==> src/rtl/stopwatch_ctrl_pkg.sv <==
// Shared definitions for the stopwatch control block: FSM encoding, BCD limit
// and the prescaler width helper.
package stopwatch_ctrl_pkg;

  typedef enum logic [1:0] {
    IDLE = 2'd0,
    RUN  = 2'd1,
    LAP  = 2'd2,
    STOP = 2'd3
  } stateT;

  localparam logic [3:0] BCD_MAX = 4'd9;

  // Bits needed to hold 0..clkPerTick-1 (never less than one bit).
  function automatic int preWidth(input int clkPerTick);
    return (clkPerTick < 2) ? 1 : $clog2(clkPerTick);
  endfunction

endpackage

==> src/rtl/stopwatch_ctrl_btn_sync_edge.sv <==
// Two-flop synchronizer for a raw button followed by a rising-edge detector
// that yields a single-cycle pulse per press.
module btn_sync_edge (
  input  logic Clk,
  input  logic nReset,
  input  logic btnRaw,
  output logic btnPulse
);

  logic sync1;
  logic sync2;
  logic prevLvl;

  always_ff @(negedge Clk or negedge nReset) begin
    if (!nReset) begin
      sync1   <= 1'b0;
      sync2   <= 1'b0;
      prevLvl <= 1'b0;
    end else begin
      sync1   <= btnRaw;
      sync2   <= sync1;
      prevLvl <= sync2;
    end
  end

  assign btnPulse = sync2 & ~prevLvl;

endmodule

==> src/rtl/stopwatch_ctrl.sv <==
// Run/stop/lap sequencer for a 3-digit BCD stopwatch: debounced-edge buttons,
// 0.1 s prescaler, cascaded digit enables, counter clear and display hold.
module stopwatch_ctrl
  import stopwatch_ctrl_pkg::*;
#(
  parameter int CLK_PER_TICK = 5000000,
  parameter bit WRAP         = 1'b1
) (
  input  logic       Clk,
  input  logic       nReset,
  input  logic       StartStop,
  input  logic       Lap,
  input  logic       Clear,
  input  logic [3:0] Dig0,
  input  logic [3:0] Dig1,
  input  logic [3:0] Dig2,
  output logic       EnDec,
  output logic       EnOnes,
  output logic       EnTens,
  output logic       ClrCnt,
  output logic       DispHold,
  output logic       Running,
  output logic       Ovf
);

  localparam int            PW       = preWidth(CLK_PER_TICK);
  localparam logic [PW-1:0] PRE_LAST = PW'(CLK_PER_TICK - 1);

  logic ssPulse, lapPulse, clrPulse;

  btn_sync_edge uSyncStart (.Clk(Clk), .nReset(nReset), .btnRaw(StartStop), .btnPulse(ssPulse));
  btn_sync_edge uSyncLap   (.Clk(Clk), .nReset(nReset), .btnRaw(Lap),       .btnPulse(lapPulse));
  btn_sync_edge uSyncClear (.Clk(Clk), .nReset(nReset), .btnRaw(Clear),     .btnPulse(clrPulse));

  stateT         stateReg, stateNext;
  logic [PW-1:0] preReg, preNext;
  logic          enDecReg, enDecNext;
  logic          enOnesReg, enOnesNext;
  logic          enTensReg, enTensNext;
  logic          clrCntReg, clrCntNext;
  logic          ovfReg, ovfNext;
  logic          dispHoldReg, runningReg;

  // StartStop outranks Lap, which outranks Clear.
  logic ssEv, lapEv, clrEv;
  assign ssEv  = ssPulse;
  assign lapEv = lapPulse & ~ssPulse;
  assign clrEv = clrPulse & ~ssPulse & ~lapPulse;

  logic active, tc, d0Max, d1Max, d2Max, overflow;
  assign active   = (stateReg == RUN) || (stateReg == LAP);
  assign tc       = active && (preReg == PRE_LAST);
  assign d0Max    = (Dig0 == BCD_MAX);
  assign d1Max    = (Dig1 == BCD_MAX);
  assign d2Max    = (Dig2 == BCD_MAX);
  assign overflow = tc & d0Max & d1Max & d2Max;

  always_comb begin
    stateNext  = stateReg;
    preNext    = preReg;
    enDecNext  = 1'b0;
    enOnesNext = 1'b0;
    enTensNext = 1'b0;
    clrCntNext = 1'b0;
    ovfNext    = ovfReg;
    case (stateReg)
      IDLE: begin
        if (ssEv) begin
          stateNext = RUN;
          preNext   = '0;
        end else if (clrEv) begin
          clrCntNext = 1'b1;
        end
      end
      RUN, LAP: begin
        // A stop on the TC cycle freezes the prescaler at its last count.
        if (ssEv) begin
          stateNext = STOP;
        end else if (overflow && !WRAP) begin
          stateNext = STOP;
          ovfNext   = 1'b1;
          preNext   = '0;
        end else begin
          preNext    = tc ? '0 : preReg + 1'b1;
          enDecNext  = tc;
          enOnesNext = tc & d0Max;
          enTensNext = tc & d0Max & d1Max;
          if (lapEv) stateNext = (stateReg == RUN) ? LAP : RUN;
        end
      end
      STOP: begin
        if (ssEv) begin
          if (!ovfReg) stateNext = RUN;
        end else if (clrEv) begin
          stateNext  = IDLE;
          clrCntNext = 1'b1;
          ovfNext    = 1'b0;
          preNext    = '0;
        end
      end
      default: stateNext = IDLE;
    endcase
  end

  always_ff @(negedge Clk or negedge nReset) begin
    if (!nReset) begin
      stateReg    <= IDLE;
      preReg      <= '0;
      enDecReg    <= 1'b0;
      enOnesReg   <= 1'b0;
      enTensReg   <= 1'b0;
      clrCntReg   <= 1'b0;
      ovfReg      <= 1'b0;
      dispHoldReg <= 1'b0;
      runningReg  <= 1'b0;
    end else begin
      stateReg    <= stateNext;
      preReg      <= preNext;
      enDecReg    <= enDecNext;
      enOnesReg   <= enOnesNext;
      enTensReg   <= enTensNext;
      clrCntReg   <= clrCntNext;
      ovfReg      <= ovfNext;
      dispHoldReg <= (stateNext == LAP);
      runningReg  <= (stateNext == RUN) || (stateNext == LAP);
    end
  end

  assign EnDec    = enDecReg;
  assign EnOnes   = enOnesReg;
  assign EnTens   = enTensReg;
  assign ClrCnt   = clrCntReg;
  assign DispHold = dispHoldReg;
  assign Running  = runningReg;
  assign Ovf      = ovfReg;

endmodule

==> config.mk <==
export PLATFORM = sky130hd
export DESIGN_NAME = stopwatch_ctrl
export DESIGN_NICKNAME = d
export VERILOG_FILES = /design/src/rtl/stopwatch_ctrl_pkg.sv /design/src/rtl/stopwatch_ctrl_btn_sync_edge.sv /design/src/rtl/stopwatch_ctrl.sv
export SDC_FILE = /design/constraint.sdc
export NUM_CORES = 1
export LEC_CHECK = 0
export ABC_AREA = 1
export BUFFER_PORTS_ARGS = -buffer_cell sky130_fd_sc_hd__clkbuf_2
export CAP_MARGIN = 20
export CELL_PAD_IN_SITES_DETAIL_PLACEMENT = 1
export CELL_PAD_IN_SITES_GLOBAL_PLACEMENT = 1
export CORE_ASPECT_RATIO = 1.2
export CORE_MARGIN = 8
export CORE_UTILIZATION = 40
export CTS_CLUSTER_DIAMETER = 150
export DETAILED_ROUTE_END_ITERATION = 10
export GPL_TIMING_DRIVEN = 0
export PLACE_DENSITY = 0.84
export SYNTH_ARGS = -nofsm -noshare
export SYNTH_HDL_FRONTEND = slang
export SYNTH_HIERARCHICAL = 1
export SYNTH_SLANG_ARGS = --single-unit
==> constraint.sdc <==
create_clock -name Clk -period 3.02 [get_ports Clk]
set_clock_uncertainty 0.15 [all_clocks]
set_input_delay 0.151 -clock Clk [delete_from_list [all_inputs] [get_ports Clk]]
set_output_delay 0.151 -clock Clk [all_outputs]
set_load 0.01 [all_outputs]
Word level (Yosys, flattened, before mapping)
Cells that the tools add are included.
- input port bits: 17
- output and inout bits: 7
- logic and storage cells: 72
- register bits after elaboration: 40
- equality and inequality tests: 12
- reduce and logical (&&, ||, !) cells: 7
- bitwise gates (word level): 13
- mux-type cells: 22
- add/sub/neg operators: 1
- operator list (operator ; count):
    23-bit two-way mux ; 5
    23-bit case mux with 3 select lines ; 1
    23-bit by 1-bit adder with 23-bit output, second input constant ; 1
    23-bit == test, second input constant ; 1
    2-bit two-way mux ; 6
    1-bit two-way mux ; 9
    1-bit AND ; 8
    4-bit == test, second input constant ; 2
    2-bit inequality test, second input constant ; 4
    2-bit == test, second input constant ; 3
    2-bit case mux with 3 select lines ; 1
    1-bit NOT ; 5
    2-bit by 1-bit == test with 1-bit output, second input constant ; 2
    4-bit AND reduction ; 1
    2-bit OR reduction ; 2
    2-bit logical NOT ; 1
    1-bit logical OR ; 2
    1-bit logical AND ; 1

Longest topological paths before layout
- depth in word-level cells: 10
- depth in mapped cells: 12
- depth with buffers taken out: 11

By module
The synthesis kept the hierarchy.
- modules (own cells, without submodules) (module ; cells an instance ; area each (µm²) ; instances ; seq. area each (µm²)):
    stopwatch_ctrl ; 288 ; 2040.7 ; 1 ; 775.7
    btn_sync_edge ; 5 ; 85.1 ; 3 ; 75.1

==> out/metrics.cfg <==
[run_status]
outcome=finished clean

[die]
design.portCount=24
die_height_um=99.0
die_w_um=85.2
floorplan.initialDensity_pct=41.1
design.die.area_sq_um=8430
std_cell_rows=30
placeableCoreArea_sq_um=5590

[sta]
slew_headroom_pct=62.2
report.final.hold_viol_count=0
fin_tns_setup_ns=0
number_of_setup_violations_in_the_final_report=0
worst-slew-pin-transition_ns=0.568
rsz0062_at_grt=false
final_max_slew_viol_count=0

[yosys]
yosys_warnings=6
synth_top_family_by_area=simple AND/OR/NAND/NOR gates
synthXorXnorAreaFrac_pct=0.381
ys_seq_elements=40
ys_types=33
post_synthesis_mean_instance_area_sq_um=7.58
synthMuxAreaShare_pct=0
synth-simple-area-share_pct=35.7
seq_area_frac_synth_pct=43.6
synth-compound-area-share_pct=8.28
netlist_instances=303
synth.net_count=325
post_synth_fa_ha_maj_area_fraction_pct=2.72
syn-cell-area_sq_um=2300

[drt]
avg_vias_per_cell=5.24
detail_route.wirelength_mm=6.20
detail_route.wl_per_cell_um=15.7
detailroute.via_count=2064
first_pass_iters=4
postRouteAntennaNets=0
drc_errors=0
drt_iter0_drc=75

[cts]
cts_buffer_depth=2
root_buffer=clkbuf_8
insertion_delay_ns=0.31
cts_made_buffers=5
tritoncts_clock_tree=done
clk_pin_slew_ns=0.05
post_cts_resized=0
cts_sinks=40
cts.repair_timing.setup_buffer_count=0
post_cts_hold_buffer_count=0
total_number_of_h_tree_levels=2

[worst_setup_path]
worstRegToRegCells=7
worst_r2r_endpoint=preReg[3]
setup.worst_path.class=flip-flop to output port
required_time_reported_for_the_critical_path_endpoint_ns=2.72
critPathArrivalTime_ns=2.33
critical_path.cell_chain=clkbuf_2
worst_setup_path_start_kind=flip-flop
worst_path_bufs_invs=1
critical_path_peak_fanout=1
worst_path_dominant_cell_family=flip-flops
worst_path_largest_cell_delay_ns=0.40
kind_of_end_point_of_the_critical_path=output port
regToRegStartpoint=stateReg[0]
critPathSlowestCell=dfrtn_1
regToRegSetupSlack_ns=0.79

[worst_hold_path]
hold_path_depth=0
hold_path.class=flip-flop to flip-flop
hold_path_end=uSyncStart/sync2
hold_path_startpoint=uSyncStart/sync1

[global_routing]
groute.usage.overall_pct=15.9
first_global_vias=2219
grt_first_pass_wirelength_mm=10.6
grt.overflow.total=0
grt_antenna_before_repair=0
largest_net_degree_at_the_start_of_global_routing=41

[run]
maxCapViolations=0

[finish]
final_layout_size_suffix_gt1_share_pct=16.7
final_cell_mix=nand2_1, nor2_1, dfrtn_1
areaGrowthSynthToFinish_pct=13.4
n_antenna_cell=0
num-nets-final=351
layout_commonest_cell=nand2_1

[power]
share_seq_of_total_power_pct=36.6
power_density_nw_per_um2=653
power.leakage_nw=1.23
maximum_vdd_ir_drop_v=0.000368
total_power_mw=1.70
p_switching_mw=0.664
p_clk_share_pct=27.0
net_switching_share_of_the_total_power_pct=39.1
power.share.combinational_pct=36.4
cellInternalPower_mw=1.04

[placed_design]
routabilityCongestion=0.873
place_hpwl_mm=4.55
placement.io_buffers=18

==> worst reg2reg max path: cells and delay by family, from the launching register on <==
kind	cells	cell delay (ns)
buffers and inverters	1	0.09
and+or+nand+nor	4	0.60
AOI/OAI and AO/OA	1	0.34
adders and majority gates	1	0.44
DFF	1	0.45
==> logic make-up (layout without fill, tap and decap cells) <==
logic type	after synthesis	count (layout)
compound gates	31	31
other cells	1	1
xor+xnor	1	1
fa+ha+maj	5	5
buf+inv	48	75
flops	40	40
simple gates	177	177
==> synthesized netlist by cell type, drive strengths merged <==
cell | instances | area [sq um]
nor3 | 4 | 31.3
nand4 | 12 | 75.1
and3 | 1 | 6.26
o211ai | 1 | 7.51
conb | 1 | 3.75
or2 | 1 | 6.26
xor2 | 1 | 8.76
and2 | 1 | 6.26
o21ai | 16 | 87.6
inv | 42 | 158
a21oi | 9 | 56.3
o21bai | 3 | 22.5
nand2 | 78 | 313
clkbuf | 1 | 3.75
dfrtn | 40 | 1000
a21boi | 1 | 7.51
nor2 | 51 | 219
a32oi | 1 | 8.76
nand3 | 29 | 163
buf | 5 | 48.8
ha | 5 | 62.6
==> cell type report <==
type / count / area (sq um)
tap: 64 / 80.1
inverter: 42 / 158
clock buffer: 5 / 68.8
multi-input combinational: 215 / 1080
timing repair buffer: 19 / 110
fill: 724 / 2990
clock inverter: 3 / 47.5
buffer: 6 / 52.6
sequential: 40 / 1000
==> registers in the layout, summed over array words and instances (netlist names) <==
signal and flops:
uSyncStart/prevLvl 1, uSyncClear/prevLvl 1, ClrCnt 1, uSyncClear/sync2 1, uSyncStart/sync1 1, Running 1
uSyncStart/sync2 1, DispHold 1, uSyncLap/sync2 1, uSyncLap/sync1 1, EnDec 1, uSyncClear/sync1 1
EnOnes 1, EnTens 1, stateReg 2, preReg 23, uSyncLap/prevLvl 1
==> worst max path at each step <==
stage	cells after the start	from	to	slack, ns
after floorplan	0	ClrCnt	ClrCnt	0.80
after global placement	1	nReset	preReg[17]	0.40
after detailed placement	1	nReset	preReg[18]	0.38
after CTS	1	DispHold	DispHold	0.37
after global routing	1	EnDec	EnDec	0.35
final	1	EnTens	EnTens	0.39
==> routing by layer <==
metal	GRT usage (%)	share of wire [%]	up-vias
li1	-	-	1017
met4	6.32	2.2	0
met1	17.4	41	1013
met3	2.66	2.2	9
met5	0	0	-
met2	29.3	55	25
==> metrics by stage <==
step	hold WS, ns	std cells	setup slack [ns]	util [%]	area (sq um)
floorplan	0.142	303	0.797	-	2300
global placement	0.143	385	0.402	44.1	2470
detailed placement	0.149	385	0.378	44.1	2470
CTS	0.152	393	0.375	46.2	2580
global route	0.158	394	0.346	46.5	2600
finish	0.152	394	0.388	46.5	2600
==> power groups by stage <==
stage	Clock [mW]	Sequential [mW]	Combinational (mW)
finish	0.460	0.622	0.619
CTS	0.472	0.623	0.623
detailed placement	0	0.633	0.611
floorplan	0	0.631	0.426
global route	0.487	0.629	0.688
global placement	0	0.629	0.598
Power figures use the tool's default switching activity.
